`config.mk`:
```
export PLATFORM = sky130hd
export DESIGN_NAME = rocket_launch_manager
export DESIGN_NICKNAME = d
export VERILOG_FILES = /design/src/rtl/rocket_launch_manager.sv
export SDC_FILE = /design/constraint.sdc
export NUM_CORES = 1
export LEC_CHECK = 0
export CORE_MARGIN = 4
export CORE_UTILIZATION = 42
export DETAILED_ROUTE_END_ITERATION = 7
export PLACE_DENSITY_LB_ADDON = 0.3
export SLEW_MARGIN = 15
export SYNTH_ARGS = -nofsm -noshare
export SYNTH_HDL_FRONTEND = slang
export SYNTH_SLANG_ARGS = --single-unit
```
`constraint.sdc`:
```
create_clock -name i_clk -period 2 [get_ports i_clk]
set_input_delay 0.3 -clock i_clk [delete_from_list [all_inputs] [get_ports i_clk]]
set_output_delay 0.3 -clock i_clk [all_outputs]
set_load 0.005 [all_outputs]
```
`src/rtl/rocket_launch_manager.sv`:
```
// ----------------------------------------------------------------------------
// rocket_launch_manager
//
// Issuing side of the rocket activation interface. Owns a pool of NUM_ROCKETS
// rocket-controller slots. On a fire request it picks the lowest free slot,
// raises that slot's active enable and drives the shared launch bus with the
// launch position and speed. A slot is released when its controller reports
// a border crossing or a hit. After each launch a frame-based cooldown
// blocks further launches.
//
// Ports
//   i_clk              system clock
//   i_rst_n            asynchronous reset, active low
//   i_start_of_frame   one-clock pulse per video frame
//   i_fire_request     level, ship wants to fire
//   i_ship_x/y         ship top-left position (11-bit signed)
//   i_reached_border   per-slot border flag from the rocket controllers
//   i_rocket_hit       per-slot collision pulse
//   o_is_active        per-slot active enable (registered)
//   o_initial_x/y      launch position, shared by all slots (registered)
//   o_initial_speed    constant launch speed
//   o_fire_accepted    one-clock pulse when a launch is issued
//   o_fire_denied      one-clock pulse when a request finds no free slot
//   o_free_count       number of inactive slots
// ----------------------------------------------------------------------------
module rocket_launch_manager #(
    parameter int unsigned NUM_ROCKETS     = 4,
    parameter int unsigned COOLDOWN_FRAMES = 8,
    parameter int          ROCKET_SPEED    = -256,
    parameter int          X_OFFSET        = 15,
    parameter int          Y_OFFSET        = -10
) (
    input  logic                   i_clk,
    input  logic                   i_rst_n,
    input  logic                   i_start_of_frame,
    input  logic                   i_fire_request,
    input  logic signed [10:0]     i_ship_x,
    input  logic signed [10:0]     i_ship_y,
    input  logic [NUM_ROCKETS-1:0] i_reached_border,
    input  logic [NUM_ROCKETS-1:0] i_rocket_hit,
    output logic [NUM_ROCKETS-1:0] o_is_active,
    output logic signed [10:0]     o_initial_x,
    output logic signed [10:0]     o_initial_y,
    output logic signed [10:0]     o_initial_speed,
    output logic                   o_fire_accepted,
    output logic                   o_fire_denied,
    output logic [3:0]             o_free_count
);

    localparam int unsigned CntW = (COOLDOWN_FRAMES > 1) ? $clog2(COOLDOWN_FRAMES + 1) : 1;

    localparam logic signed [10:0] XOff  = 11'(X_OFFSET);
    localparam logic signed [10:0] YOff  = 11'(Y_OFFSET);
    localparam logic signed [10:0] Speed = 11'(ROCKET_SPEED);

    typedef enum logic [1:0] {
        StIdle,
        StLaunch,
        StCooldown
    } state_e;

    state_e                   r_state;
    logic [CntW-1:0]          r_cnt;
    logic [NUM_ROCKETS-1:0]   r_is_active;
    logic signed [10:0]       r_x;
    logic signed [10:0]       r_y;
    logic                     r_acc;
    logic                     r_den;

    logic [NUM_ROCKETS-1:0]   w_pick;
    logic                     w_any_free;
    logic [NUM_ROCKETS-1:0]   w_set;
    logic [NUM_ROCKETS-1:0]   w_clear;
    logic signed [10:0]       w_launch_x;
    logic signed [10:0]       w_launch_y;
    logic [3:0]               w_free_count;

    // Lowest-index free slot, judged on the registered enables only so a
    // slot cleared this cycle cannot be relaunched until the next one.
    always_comb begin
        w_pick     = '0;
        w_any_free = 1'b0;
        for (int i = 0; i < int'(NUM_ROCKETS); i++) begin
            if (!r_is_active[i] && !w_any_free) begin
                w_pick[i]  = 1'b1;
                w_any_free = 1'b1;
            end
        end
    end

    always_comb begin
        w_free_count = '0;
        for (int i = 0; i < int'(NUM_ROCKETS); i++) begin
            w_free_count = w_free_count + {3'b000, ~r_is_active[i]};
        end
    end

    // Sums wrap modulo 2^11.
    assign w_launch_x = i_ship_x + XOff;
    assign w_launch_y = i_ship_y + YOff;

    // The picked slot is inactive, so it never overlaps a clear.
    assign w_set   = (r_state == StIdle && i_fire_request) ? w_pick : '0;
    assign w_clear = r_is_active & (i_reached_border | i_rocket_hit);

    always_ff @(posedge i_clk or negedge i_rst_n) begin
        if (!i_rst_n) begin
            r_state     <= StIdle;
            r_cnt       <= '0;
            r_is_active <= '0;
            r_x         <= '0;
            r_y         <= '0;
            r_acc       <= 1'b0;
            r_den       <= 1'b0;
        end else begin
            r_acc       <= 1'b0;
            r_den       <= 1'b0;
            r_is_active <= (r_is_active & ~w_clear) | w_set;
            case (r_state)
                StIdle: begin
                    if (i_fire_request) begin
                        if (w_any_free) begin
                            r_x     <= w_launch_x;
                            r_y     <= w_launch_y;
                            r_acc   <= 1'b1;
                            r_state <= StLaunch;
                        end else begin
                            r_den <= 1'b1;
                        end
                    end
                end
                // Launch position is held through this cycle so the controller
                // samples it on its enable rising edge.
                StLaunch: begin
                    if (COOLDOWN_FRAMES == 0) begin
                        r_state <= StIdle;
                    end else begin
                        r_state <= StCooldown;
                        r_cnt   <= CntW'(COOLDOWN_FRAMES);
                    end
                end
                // Requests are dropped here, not queued and not denied.
                StCooldown: begin
                    if (i_start_of_frame) begin
                        if (r_cnt <= CntW'(1)) begin
                            r_state <= StIdle;
                            r_cnt   <= '0;
                        end else begin
                            r_cnt <= r_cnt - CntW'(1);
                        end
                    end
                end
                default: begin
                    r_state <= StIdle;
                end
            endcase
        end
    end

    assign o_is_active     = r_is_active;
    assign o_initial_x     = r_x;
    assign o_initial_y     = r_y;
    assign o_initial_speed = Speed;
    assign o_fire_accepted = r_acc;
    assign o_fire_denied   = r_den;
    assign o_free_count    = w_free_count;

endmodule

```
==> impl_metrics.py <==
metrics = {
    "yosys": {
        "ys.flop_type": "dfrtp_1",
        "ys_seq_elements": 34,
        "ys_warn_count": 0,
        "async_reset_ff_share_pct": 100,
        "syn_avg_cell_area_um2": 9.44,
        "ys_seq_area_share_pct": 46.5,
        "synth_cell_type_count": 39,
        "synth_edf_count": 0,
        "syn_area_um2": 1830,
        "syn_inst": 194,
    },
    "critical_path": {
        "rr_startpoint": "o_is_active[0]",
        "crit_top_cell": "ha_4",
        "ff2ff_setup_slack_ns": 0.36,
        "startpoint_type": "register",
        "max_stage_delay_ns": 0.57,
        "path_cells": "fa_1, inv_2, ha_4, ha_4, buf_6",
        "crit_family": "adder cells",
        "r2r_cells": 6,
        "end_kind": "output port",
        "path_class": "register to output port",
        "worstPathRequired_ns": 1.70,
        "worst_path_max_delay_cell": "fa_1",
        "cp_max_fo": 2,
        "r2r-end": "o_initial_y[4]",
        "worstPathArrival_ns": 1.81,
        "path_buf_inv": 2,
    },
    "floorplan": {
        "rows": 23,
        "die_x_um": 74.0,
        "die_h_um": 74.0,
        "initial_core_util_pct": 44.5,
        "core_um2": 4120,
        "fp.dieArea_um2": 5480,
        "io_pins": 77,
    },
    "timing": {
        "setup_tns_ns": -0.133,
        "final_hold_viol_count": 0,
        "rsz0062_at_grt": "true",
        "tightestPinTransition_ns": 0.763,
        "period_minus_slack_ns": 2.11,
        "finClkSkew_ns": 0.00687,
        "relSlewSlack_pct": 49.1,
        "slew_violations": 0,
        "layout_setup_ws_ns": -0.109,
        "fin_crit_sh_pct": 105,
        "max_freq_mhz": 474,
        "setup_viol": 2,
    },
    "cts": {
        "clk_pin_slew_ns": 0.07,
        "numCtsBuffers": 5,
        "clock_latency_ns": 0.29,
        "tritoncts": "yes",
        "max-clock-path-buffers": 2,
        "cts-root-buf": "clkbuf_8",
        "cts_setup_buffers": 0,
        "cts_max_level": 2,
        "clock_sinks": 34,
    },
    "final_layout": {
        "antenna_cells": 0,
        "area_growth_pct": 43.7,
        "final_nets": 308,
        "final_area_um2": 2630,
        "final_common_cell": "clkdlybuf4s50_1",
        "final_cell_mix": "clkdlybuf4s50_1, dfrtp_1, nand2_1",
        "final_util_pct": 63.9,
        "final_layout_size_suffix_gt1_share_pct": 9.77,
    },
    "power": {
        "ir_drop_uv": 554,
        "power_density_nw_per_um2": 1150,
        "leakage_nw": 1.17,
        "total_power_w": 0.00303,
    },
    "min_path": {
        "hp-class": "input port to asynchronous set/reset pin",
    },
    "drt": {
        "drt-initial-drc-count": 105,
        "ant_nets": 0,
        "viasPerCell": 4.68,
        "first_pass_iters": 4,
        "via_count": 1480,
        "drc": 0,
        "wl_per_cell_um": 12.4,
        "routed_wl_um": 3930,
    },
    "placed_design": {
        "place_ws_ns": -0.241,
        "place_area_um2": 2510,
        "port_buffers": 64,
        "gp_congestion": 0.770,
        "dpl.hpwl_um": 3050,
    },
    "outcome": {
        "violations": "negative setup slack",
        "status": "finished, violations left",
    },
    "global_route": {
        "grt_max_degree": 35,
        "track_usage_pct": 16.0,
        "antenna_found_initial": 0,
        "grt_pass1_vias": 1447,
        "grt-ovfl-total": 0,
        "grt_pass1_wl_um": 6690,
    },
    "flow_run": {
        "maxCapViolCount": 0,
    },
}
-- flip-flops by register name, indices dropped and copies added, names as in the netlist --
name,cells
o_fire_accepted,1
o_fire_denied,1
o_initial_x,11
o_initial_y,11
o_is_active,4
r_cnt,4
r_state,2
-- final cells by class --
class	count	area [um^2]
clock inverter	2	12.5
timing repair buffer	71	692
multi-input combinational	139	877
inverter	14	52.6
clock buffer	6	82.6
fill	370	1490
sequential	34	851
tap	50	62.6
-- what timing repair did --
action,CTS,global route
pin swaps,2,0
hold buffers,0,0
endpoints found under the setup margin,3,3
gates resized for setup,16,3
endpoints found under the hold margin,0,0
-- Yosys cell counts (all sizes together) (3+ instances only) --
cell type	n	area, um^2
o21ai	25	125
xnor2	6	52.6
xor2	10	87.6
inv	14	52.6
ha	8	100
dfrtp	34	851
o31ai	3	22.5
buf	15	105
nor2	9	33.8
nand3	7	35.0
nand2	32	123
-- worst max-delay path by stage --
stage / end / slack, ns / start / depth (start not counted)
floorplan: o_free_count[1] / 0.25 / o_is_active[0] / 4
global placement: o_free_count[1] / -0.16 / o_is_active[0] / 5
detailed placement: o_free_count[1] / -0.24 / o_is_active[0] / 5
CTS: o_free_count[1] / -0.12 / o_is_active[3] / 5
global route: o_free_count[1] / -0.17 / o_is_active[3] / 5
finish: o_free_count[1] / -0.11 / o_is_active[3] / 5
-- worst reg2reg max path, stage by stage (launching register included) --
cell and delay (ns):
dfrtp_1 0.40, buf_4 0.16, ha_1 0.21, nand3_1 0.14
nand2_2 0.17, buf_4 0.26, o21ai_0 0.21
-- metrics by stage --
| step | hold slack [ns] | std cells |
|---|---|---|
| global placement | 0.418 | 308 |
| finish | 0.0772 | 316 |
| detailed placement | 0.421 | 308 |
| global route | 0.135 | 316 |
| floorplan | 0.00441 | 204 |
| CTS | 0.103 | 316 |
-- power by group --
group / internal, W / switching [W] / total, W
clock: 0.000276 / 0.000253 / 0.000530
combinational: 0.000804 / 0.000547 / 0.00135
sequential: 0.000963 / 0.000187 / 0.00115
-- metal layers --
metal  routed length [um]  track usage, %  share of wire (%)
met4                   54            5.43                1.4
met3                  326            6.35                8.3
met5                    0               0                  0
met2                 1870            25.7                 48
met1                 1680            19.7                 43
-- cells by family (layout without fill, tap and decap cells) --
family / Yosys count / count (layout) / share of synthesized area (%)
other: 2 / 12 / 0.410
flip-flops: 34 / 34 / 46.5
adder cells (fa/ha/maj): 9 / 9 / 6.56
AND/OR/NAND/NOR: 63 / 63 / 17.2
multiplexers: 1 / 1 / 0.547
XOR/XNOR: 16 / 16 / 7.66
AO/OA/AOI/OAI: 38 / 38 / 12.2
buffers and inverters: 31 / 93 / 9.02
No activity file was read; power rests on OpenSTA's default activity.
